File: src/rtl/id_ex_hazard_reg_pkg.sv
// pipe_pkg: shared control bundle, hazard FSM states and opcode constants for the ID/EX stage.
package pipe_pkg;
    typedef struct packed {
        logic       reg_write;
        logic       mem_read;
        logic       mem_write;
        logic       mem_to_reg;
        logic       alu_src;
        logic       reg_dst;
        logic [2:0] alu_op;
    } ctrl_t;

    typedef enum logic {RUN, HOLD2} hz_state_t;

    localparam logic [5:0] OP_RTYPE = 6'b0;
    localparam ctrl_t CTRL_BUBBLE = '0;
endpackage

File: src/rtl/id_ex_hazard_reg_if.sv
// id_ex_hazard_reg_if: decoded ID fields in, registered EX fields and hazard controls out.
interface id_ex_hazard_reg_if #(
    parameter int DATA_W = 32,
    parameter int REG_W  = 5,
    parameter int CNT_W  = 16
);
    import pipe_pkg::*;
    logic [REG_W-1:0]  id_rs, id_rt, id_rd;
    logic [5:0]        id_op_c;
    logic [DATA_W-1:0] id_read1, id_read2, id_imm;
    ctrl_t             id_ctrl;
    logic              id_uses_rt, id_is_branch, flush_id;
    logic [REG_W-1:0]  ex_rs, ex_rt, ex_rd, ex_dest;
    logic [5:0]        ex_op_c;
    logic [DATA_W-1:0] ex_read1, ex_read2, ex_imm;
    ctrl_t             ex_ctrl;
    logic              pc_write, if_id_write, stall;
    logic [CNT_W-1:0]  stall_count;

    modport master (
        output id_rs, id_rt, id_rd, id_op_c, id_read1, id_read2, id_imm, id_ctrl,
               id_uses_rt, id_is_branch, flush_id,
        input  ex_rs, ex_rt, ex_rd, ex_dest, ex_op_c, ex_read1, ex_read2, ex_imm, ex_ctrl,
               pc_write, if_id_write, stall, stall_count
    );
    modport slave (
        input  id_rs, id_rt, id_rd, id_op_c, id_read1, id_read2, id_imm, id_ctrl,
               id_uses_rt, id_is_branch, flush_id,
        output ex_rs, ex_rt, ex_rd, ex_dest, ex_op_c, ex_read1, ex_read2, ex_imm, ex_ctrl,
               pc_write, if_id_write, stall, stall_count
    );
endinterface

File: src/rtl/id_ex_hazard_reg_hazard_detect.sv
// hazard_detect: combinational load-use and branch-operand hazard terms from the EX destination.
module hazard_detect #(
    parameter int REG_W = 5
) (
    input  logic             ex_reg_write,
    input  logic             ex_mem_read,
    input  logic [REG_W-1:0] ex_dest,
    input  logic [REG_W-1:0] id_rs,
    input  logic [REG_W-1:0] id_rt,
    input  logic             id_uses_rt,
    input  logic             id_is_branch,
    output logic             load_use,
    output logic             br_alu,
    output logic             br_load
);
    logic match_ex;

    always_comb begin
        match_ex = ex_reg_write && ex_dest != '0 &&
                   (ex_dest == id_rs || (id_uses_rt && ex_dest == id_rt));
        load_use = match_ex && ex_mem_read && !id_is_branch;
        br_alu   = match_ex && id_is_branch && !ex_mem_read;
        br_load  = match_ex && id_is_branch && ex_mem_read;
    end
endmodule

File: src/rtl/id_ex_hazard_reg.sv
// id_ex_hazard_reg: ID/EX pipeline register with bubble insertion, PC/IF-ID hold and a saturating stall counter.
module id_ex_hazard_reg
    import pipe_pkg::*;
#(
    parameter int REG_W = 5,
    parameter int CNT_W = 16
) (
    input logic               clk,
    input logic               rst,
    id_ex_hazard_reg_if.slave bus
);
    hz_state_t state, state_next;
    logic load_use, br_alu, br_load, hazard, stall_c, bubble;

    hazard_detect #(.REG_W(REG_W)) u_hd (
        .ex_reg_write (bus.ex_ctrl.reg_write),
        .ex_mem_read  (bus.ex_ctrl.mem_read),
        .ex_dest      (bus.ex_dest),
        .id_rs        (bus.id_rs),
        .id_rt        (bus.id_rt),
        .id_uses_rt   (bus.id_uses_rt),
        .id_is_branch (bus.id_is_branch),
        .load_use     (load_use),
        .br_alu       (br_alu),
        .br_load      (br_load)
    );

    assign bus.ex_dest = bus.ex_ctrl.reg_dst ? bus.ex_rd : bus.ex_rt;

    // HOLD2 is the second bubble of a branch-on-load and ignores flush_id.
    always_comb begin
        hazard     = load_use | br_alu;
        stall_c    = (state == HOLD2) | (!bus.flush_id & (hazard | br_load));
        bubble     = stall_c | bus.flush_id;
        state_next = (state == RUN && !bus.flush_id && !hazard && br_load) ? HOLD2 : RUN;
    end

    assign bus.stall       = !rst & stall_c;
    assign bus.pc_write    = rst | !stall_c;
    assign bus.if_id_write = rst | !stall_c;

    always_ff @(posedge clk) begin
        state <= rst ? RUN : state_next;
    end

    always_ff @(posedge clk) begin
        if (rst || bubble) begin
            bus.ex_rs    <= '0;
            bus.ex_rt    <= '0;
            bus.ex_rd    <= '0;
            bus.ex_op_c  <= OP_RTYPE;
            bus.ex_read1 <= '0;
            bus.ex_read2 <= '0;
            bus.ex_imm   <= '0;
            bus.ex_ctrl  <= CTRL_BUBBLE;
        end else begin
            bus.ex_rs    <= bus.id_rs;
            bus.ex_rt    <= bus.id_rt;
            bus.ex_rd    <= bus.id_rd;
            bus.ex_op_c  <= bus.id_op_c;
            bus.ex_read1 <= bus.id_read1;
            bus.ex_read2 <= bus.id_read2;
            bus.ex_imm   <= bus.id_imm;
            bus.ex_ctrl  <= bus.id_ctrl;
        end
    end

    always_ff @(posedge clk) begin
        if (rst)
            bus.stall_count <= '0;
        else if (stall_c && bus.stall_count != '1)
            bus.stall_count <= bus.stall_count + CNT_W'(1);
    end
endmodule
File: src/flat_wrapper.sv
// flat-port wrapper written by rule: the top's interface ports become plain ports
module id_ex_hazard_reg_flat import pipe_pkg::*;
#(
    parameter int REG_W = 5,
    parameter int CNT_W = 16
)
  (clk, rst, bus_id_rs, bus_id_rt, bus_id_rd, bus_id_op_c, bus_id_read1, bus_id_read2, bus_id_imm, bus_id_ctrl, bus_id_uses_rt, bus_id_is_branch, bus_flush_id, bus_ex_rs, bus_ex_rt, bus_ex_rd, bus_ex_dest, bus_ex_op_c, bus_ex_read1, bus_ex_read2, bus_ex_imm, bus_ex_ctrl, bus_pc_write, bus_if_id_write, bus_stall, bus_stall_count);
  id_ex_hazard_reg_if #(.REG_W(REG_W), .CNT_W(CNT_W)) bus_i ();
  input logic clk;
  input logic rst;
  input wire logic [$bits(bus_i.id_rs)-1:0] bus_id_rs;
  input wire logic [$bits(bus_i.id_rt)-1:0] bus_id_rt;
  input wire logic [$bits(bus_i.id_rd)-1:0] bus_id_rd;
  input wire logic [$bits(bus_i.id_op_c)-1:0] bus_id_op_c;
  input wire logic [$bits(bus_i.id_read1)-1:0] bus_id_read1;
  input wire logic [$bits(bus_i.id_read2)-1:0] bus_id_read2;
  input wire logic [$bits(bus_i.id_imm)-1:0] bus_id_imm;
  input wire logic [$bits(bus_i.id_ctrl)-1:0] bus_id_ctrl;
  input wire logic [$bits(bus_i.id_uses_rt)-1:0] bus_id_uses_rt;
  input wire logic [$bits(bus_i.id_is_branch)-1:0] bus_id_is_branch;
  input wire logic [$bits(bus_i.flush_id)-1:0] bus_flush_id;
  output wire logic [$bits(bus_i.ex_rs)-1:0] bus_ex_rs;
  output wire logic [$bits(bus_i.ex_rt)-1:0] bus_ex_rt;
  output wire logic [$bits(bus_i.ex_rd)-1:0] bus_ex_rd;
  output wire logic [$bits(bus_i.ex_dest)-1:0] bus_ex_dest;
  output wire logic [$bits(bus_i.ex_op_c)-1:0] bus_ex_op_c;
  output wire logic [$bits(bus_i.ex_read1)-1:0] bus_ex_read1;
  output wire logic [$bits(bus_i.ex_read2)-1:0] bus_ex_read2;
  output wire logic [$bits(bus_i.ex_imm)-1:0] bus_ex_imm;
  output wire logic [$bits(bus_i.ex_ctrl)-1:0] bus_ex_ctrl;
  output wire logic [$bits(bus_i.pc_write)-1:0] bus_pc_write;
  output wire logic [$bits(bus_i.if_id_write)-1:0] bus_if_id_write;
  output wire logic [$bits(bus_i.stall)-1:0] bus_stall;
  output wire logic [$bits(bus_i.stall_count)-1:0] bus_stall_count;
  assign bus_i.id_rs = bus_id_rs;
  assign bus_i.id_rt = bus_id_rt;
  assign bus_i.id_rd = bus_id_rd;
  assign bus_i.id_op_c = bus_id_op_c;
  assign bus_i.id_read1 = bus_id_read1;
  assign bus_i.id_read2 = bus_id_read2;
  assign bus_i.id_imm = bus_id_imm;
  assign bus_i.id_ctrl = bus_id_ctrl;
  assign bus_i.id_uses_rt = bus_id_uses_rt;
  assign bus_i.id_is_branch = bus_id_is_branch;
  assign bus_i.flush_id = bus_flush_id;
  assign bus_ex_rs = bus_i.ex_rs;
  assign bus_ex_rt = bus_i.ex_rt;
  assign bus_ex_rd = bus_i.ex_rd;
  assign bus_ex_dest = bus_i.ex_dest;
  assign bus_ex_op_c = bus_i.ex_op_c;
  assign bus_ex_read1 = bus_i.ex_read1;
  assign bus_ex_read2 = bus_i.ex_read2;
  assign bus_ex_imm = bus_i.ex_imm;
  assign bus_ex_ctrl = bus_i.ex_ctrl;
  assign bus_pc_write = bus_i.pc_write;
  assign bus_if_id_write = bus_i.if_id_write;
  assign bus_stall = bus_i.stall;
  assign bus_stall_count = bus_i.stall_count;
  id_ex_hazard_reg #(.REG_W(REG_W), .CNT_W(CNT_W)) u_core (.clk(clk), .rst(rst), .bus(bus_i));
endmodule
File: config.mk
export PLATFORM = sky130hd
export DESIGN_NAME = id_ex_hazard_reg_flat
export DESIGN_NICKNAME = d
export VERILOG_FILES = /design/src/rtl/id_ex_hazard_reg_pkg.sv /design/src/rtl/id_ex_hazard_reg_if.sv /design/src/rtl/id_ex_hazard_reg_hazard_detect.sv /design/src/rtl/id_ex_hazard_reg.sv /design/src/flat_wrapper.sv
export SDC_FILE = /design/constraint.sdc
export NUM_CORES = 1
export LEC_CHECK = 0
export BUFFER_PORTS_ARGS = -buffer_cell sky130_fd_sc_hd__clkbuf_2
export CELL_PAD_IN_SITES_DETAIL_PLACEMENT = 0
export CELL_PAD_IN_SITES_GLOBAL_PLACEMENT = 2
export CORE_MARGIN = 4
export CORE_UTILIZATION = 22
export DETAILED_ROUTE_END_ITERATION = 16
export PLACE_DENSITY_LB_ADDON = 0.08
export SYNTH_ARGS = -nofsm -noshare
export SYNTH_HDL_FRONTEND = slang
export SYNTH_SLANG_ARGS = --single-unit
File: constraint.sdc
create_clock -name clk -period 2.34 [get_ports clk]
set_input_delay 0.234 -clock clk [delete_from_list [all_inputs] [get_ports clk]]
set_output_delay 0.234 -clock clk [all_outputs]
set_load 0.01 [all_outputs]
==> run_results.csv <==
group,metric,value,unit
route,ant_nets,0,
yosys,synthAdderAreaFrac,0.267,%
yosys,synth_top_area_share,61.2,%
final_layout,fin_util,38.1,%
power_and_ir_drop,power,5.77,mW
yosys,yosysWarnings,0,
clock_network,cts.htree.levels,4,
power_and_ir_drop,p_leak,3.85,nW
timing,skew,0.0134,ns
final_layout,drive_gt1_share,45.6,%
placement,dp_hpwl,11600,um
route,drt_wl_total,15000,um
min_path,hp-class,"in2reg",
route,drc,0,
worst_setup_path,crit_required,2.11,ns
worst_setup_path,path_max_fanout,5,
yosys,syn_area,0.00468,mm2
yosys,seq_area_frac_synth,61.2,%
yosys,yosys-mux-area-fraction,4.73,%
placement,gp_congestion,0.767,
clock_network,tritoncts,"yes",
global_routing,grt-ovfl-total,0,
yosys,ys_seq_elements,143,
final_layout,antenna_cells,0,
floorplanning,die-area,0.0237,mm2
power_and_ir_drop,ir_worst_vdd,0.452,mV
run_status,run_status,"finished, violations left",
final_layout,syn_to_final_growth,70.4,%
route,via_per_inst,3.87,
timing,fmax,366,MHz
worst_setup_path,endpoint_kind,"output pin",
yosys,synth_cell_types,38,
timing,whs,0.0202,ns
floorplanning,die_width,154,um
final_layout,nNetsFinal,923,
yosys,synth_top_family_by_area,"simple AND/OR/NAND/NOR gates",
worst_setup_path,critPathKind,"reg2out",
floorplanning,io_pins,281,
clock_network,clk_path_buf_depth,2,
route,dr.pass1.iters,5,
global_routing,grt_pass1_wl,23700,um
yosys,avgSynthCellArea,11.2,um2
timing,setup_viol_count_final,140,
route,dr_total_vias,4170,
power_and_ir_drop,powerDensity,723,mW/mm2
floorplanning,core_area,0.0210,mm2
timing,hold_viol,0,
yosys,synth_simple_gate_area_share,24.2,%
worst_setup_path,cp.arrival,2.50,ns
min_path,hold_depth,2,
yosys,synth_fp_nets,551,
worst_setup_path,worstRegToRegCells,10,
timing,min_period,2.74,ns
timing,maxSlewViolCount,0,
yosys,synth_xor_area_share,1.87,%
final_layout,mostFrequentLayoutCells,"clkbuf_2 (280), dfxtp_1 (142), and2_1 (119)",
floorplanning,rows,53,
clock_network,cts_buffers,17,
timing,setup_ws,-0.396,ns
worst_setup_path,start_kind,"register",
clock_network,clk_latency,0.42,ns
floorplanning,start_util,22.3,%
global_routing,antenna_found_initial,0,
timing,worstMarginPinSlew,0.664,ns
yosys,synth-compound-area-share,3.98,%
timing,rsz0062_at_grt,"true",
clock_network,clockRootBuffer,"clkbuf_16",
final_layout,final_common_cell,"clkbuf_2",
global_routing,grt_max_degree,57,
timing,worst_slew_margin_rel,55.6,%
run_status,failed_checks,"setup timing",
timing,post-route-period-util,117,%
yosys,synth_top_area_cell,"dfxtp_1",
global_routing,grt_pass1_vias,4431,
clock_network,clkSinkCount,143,
flow_run,cap_violations,0,
route,drtIter0Drc,93,
placement,numPortBuffers,280,
global_routing,grt_util_all_layers,12.8,%
floorplanning,die_h,154,um
yosys,ys_top_cells_by_area,"dfxtp_1 (61%), and2_1 (17%), nor2b_1 (2.1%)",
yosys,synthCells,419,
clock_network,cts.clk_slew.worst_paths,0.06,ns
route,wl_per_cell,13.9,um
==> logic make-up after synthesis <==
| kind of cell | count (synthesis) |
|---|---|
| AND/OR/NAND/NOR | 191 |
| flip-flops | 143 |
| buffers and inverters | 31 |
| AO/OA/AOI/OAI | 25 |
| multiplexers | 18 |
| XOR/XNOR | 10 |
| adder cells (fa/ha/maj) | 1 |
==> stage by stage <==
step | instances | area (um2) | setup WS (ns) | TNS [ns]
finish | 1078 | 7970 | -0.396 | -17.40
global route | 1078 | 7970 | -0.551 | -35.43
CTS | 1077 | 7850 | -0.488 | -12.74
detailed placement | 971 | 6510 | -0.114 | -1.21
global placement | 971 | 6510 | -0.0382 | -0.326
floorplan | 419 | 4700 | -0.140 | -0.157
==> metal layers <==
layer | track usage [%] | vias up | routed length (um)
met2 | 22.1 | 173 | 7490
met5 | 0 | - | 0
li1 | - | 2083 | -
met4 | 4.63 | 0 | 319
met3 | 6.78 | 21 | 1520
met1 | 13.3 | 1893 | 5660
==> critical path: stages (launching register included) <==
cell      delay (ns)
dfxtp_4         0.42
buf_6           0.13
mux2i_4         0.25
xnor2_2         0.11
nor4_4          0.23
nand3_2         0.14
a211oi_4        0.38
nor2_4          0.05
or2_4           0.25
clkbuf_2        0.12
==> Yosys cell counts, drive strengths merged <==
library cell,n
or2,1
nor2b,16
mux2,14
o21ai,2
clkbuf,14
o21bai,1
buf,11
and2,127
o211ai,9
and4,1
a211o,1
o2111ai,3
nand2b,2
nor4,1
and3,6
a211oi,2
nand2,3
mux2i,4
xor2,5
ha,1
a2111oi,1
nor3,2
xnor2,5
a21oi,3
nand3,10
nand4,3
a21o,3
dfxtp,143
inv,6
or3,2
nor2,17
==> state kept, by name (all words and copies together) (netlist names) <==
signal / cells
u_core.bus.ex_read2: 32
u_core.state: 1
u_core.bus.ex_rs: 5
u_core.bus.ex_imm: 32
u_core.bus.ex_rd: 5
u_core.bus.stall_count: 16
u_core.bus.ex_ctrl: 9
u_core.bus.ex_read1: 32
u_core.bus.ex_op_c: 6
u_core.bus.ex_rt: 5
==> area by class of cell <==
cell class | count | area, um2
Clock buffer | 18 | 429
Fill cell | 2166 | 13000
Sequential cell | 143 | 2870
Clock inverter | 13 | 153
Timing Repair Buffer | 378 | 2400
Tap cell | 275 | 344
Multi-Input combinational cell | 245 | 1760
Inverter | 6 | 22.5
==> final timing paths <==
path | slack, ns | end | startpoint
worst max-delay path | -0.40 | bus_if_id_write | u_core.bus.ex_ctrl[3]
worst min-delay path | 0.02 | u_core.bus.ex_read1[25] | bus_id_read1[25]
worst max register to register | -0.20 | u_core.bus.stall_count[8] | u_core.bus.ex_ctrl[3]
worst min register to register | 0.50 | u_core.state | u_core.bus.ex_ctrl[7]
==> report_power, final <==
part | internal (mW) | total (mW) | switching (mW) | leakage [nW]
clock | 1.59 | 2.69 | 1.10 | 0.280
sequential | 2.52 | 2.55 | 0.0291 | 1.17
combinational | 0.306 | 0.526 | 0.221 | 2.39
total | 4.42 | 5.77 | 1.35 | 3.85
==> repair_timing <==
action / CTS / global route
resized for setup: 5 / 24
hold buffers: 73 / 0
endpoints found under the setup margin: 22 / 145
setup buffers: 2 / 2
pin swaps: 2 / 18
hold endpoints to repair: 73 / 0
No activity file was read; power rests on OpenSTA's default activity.
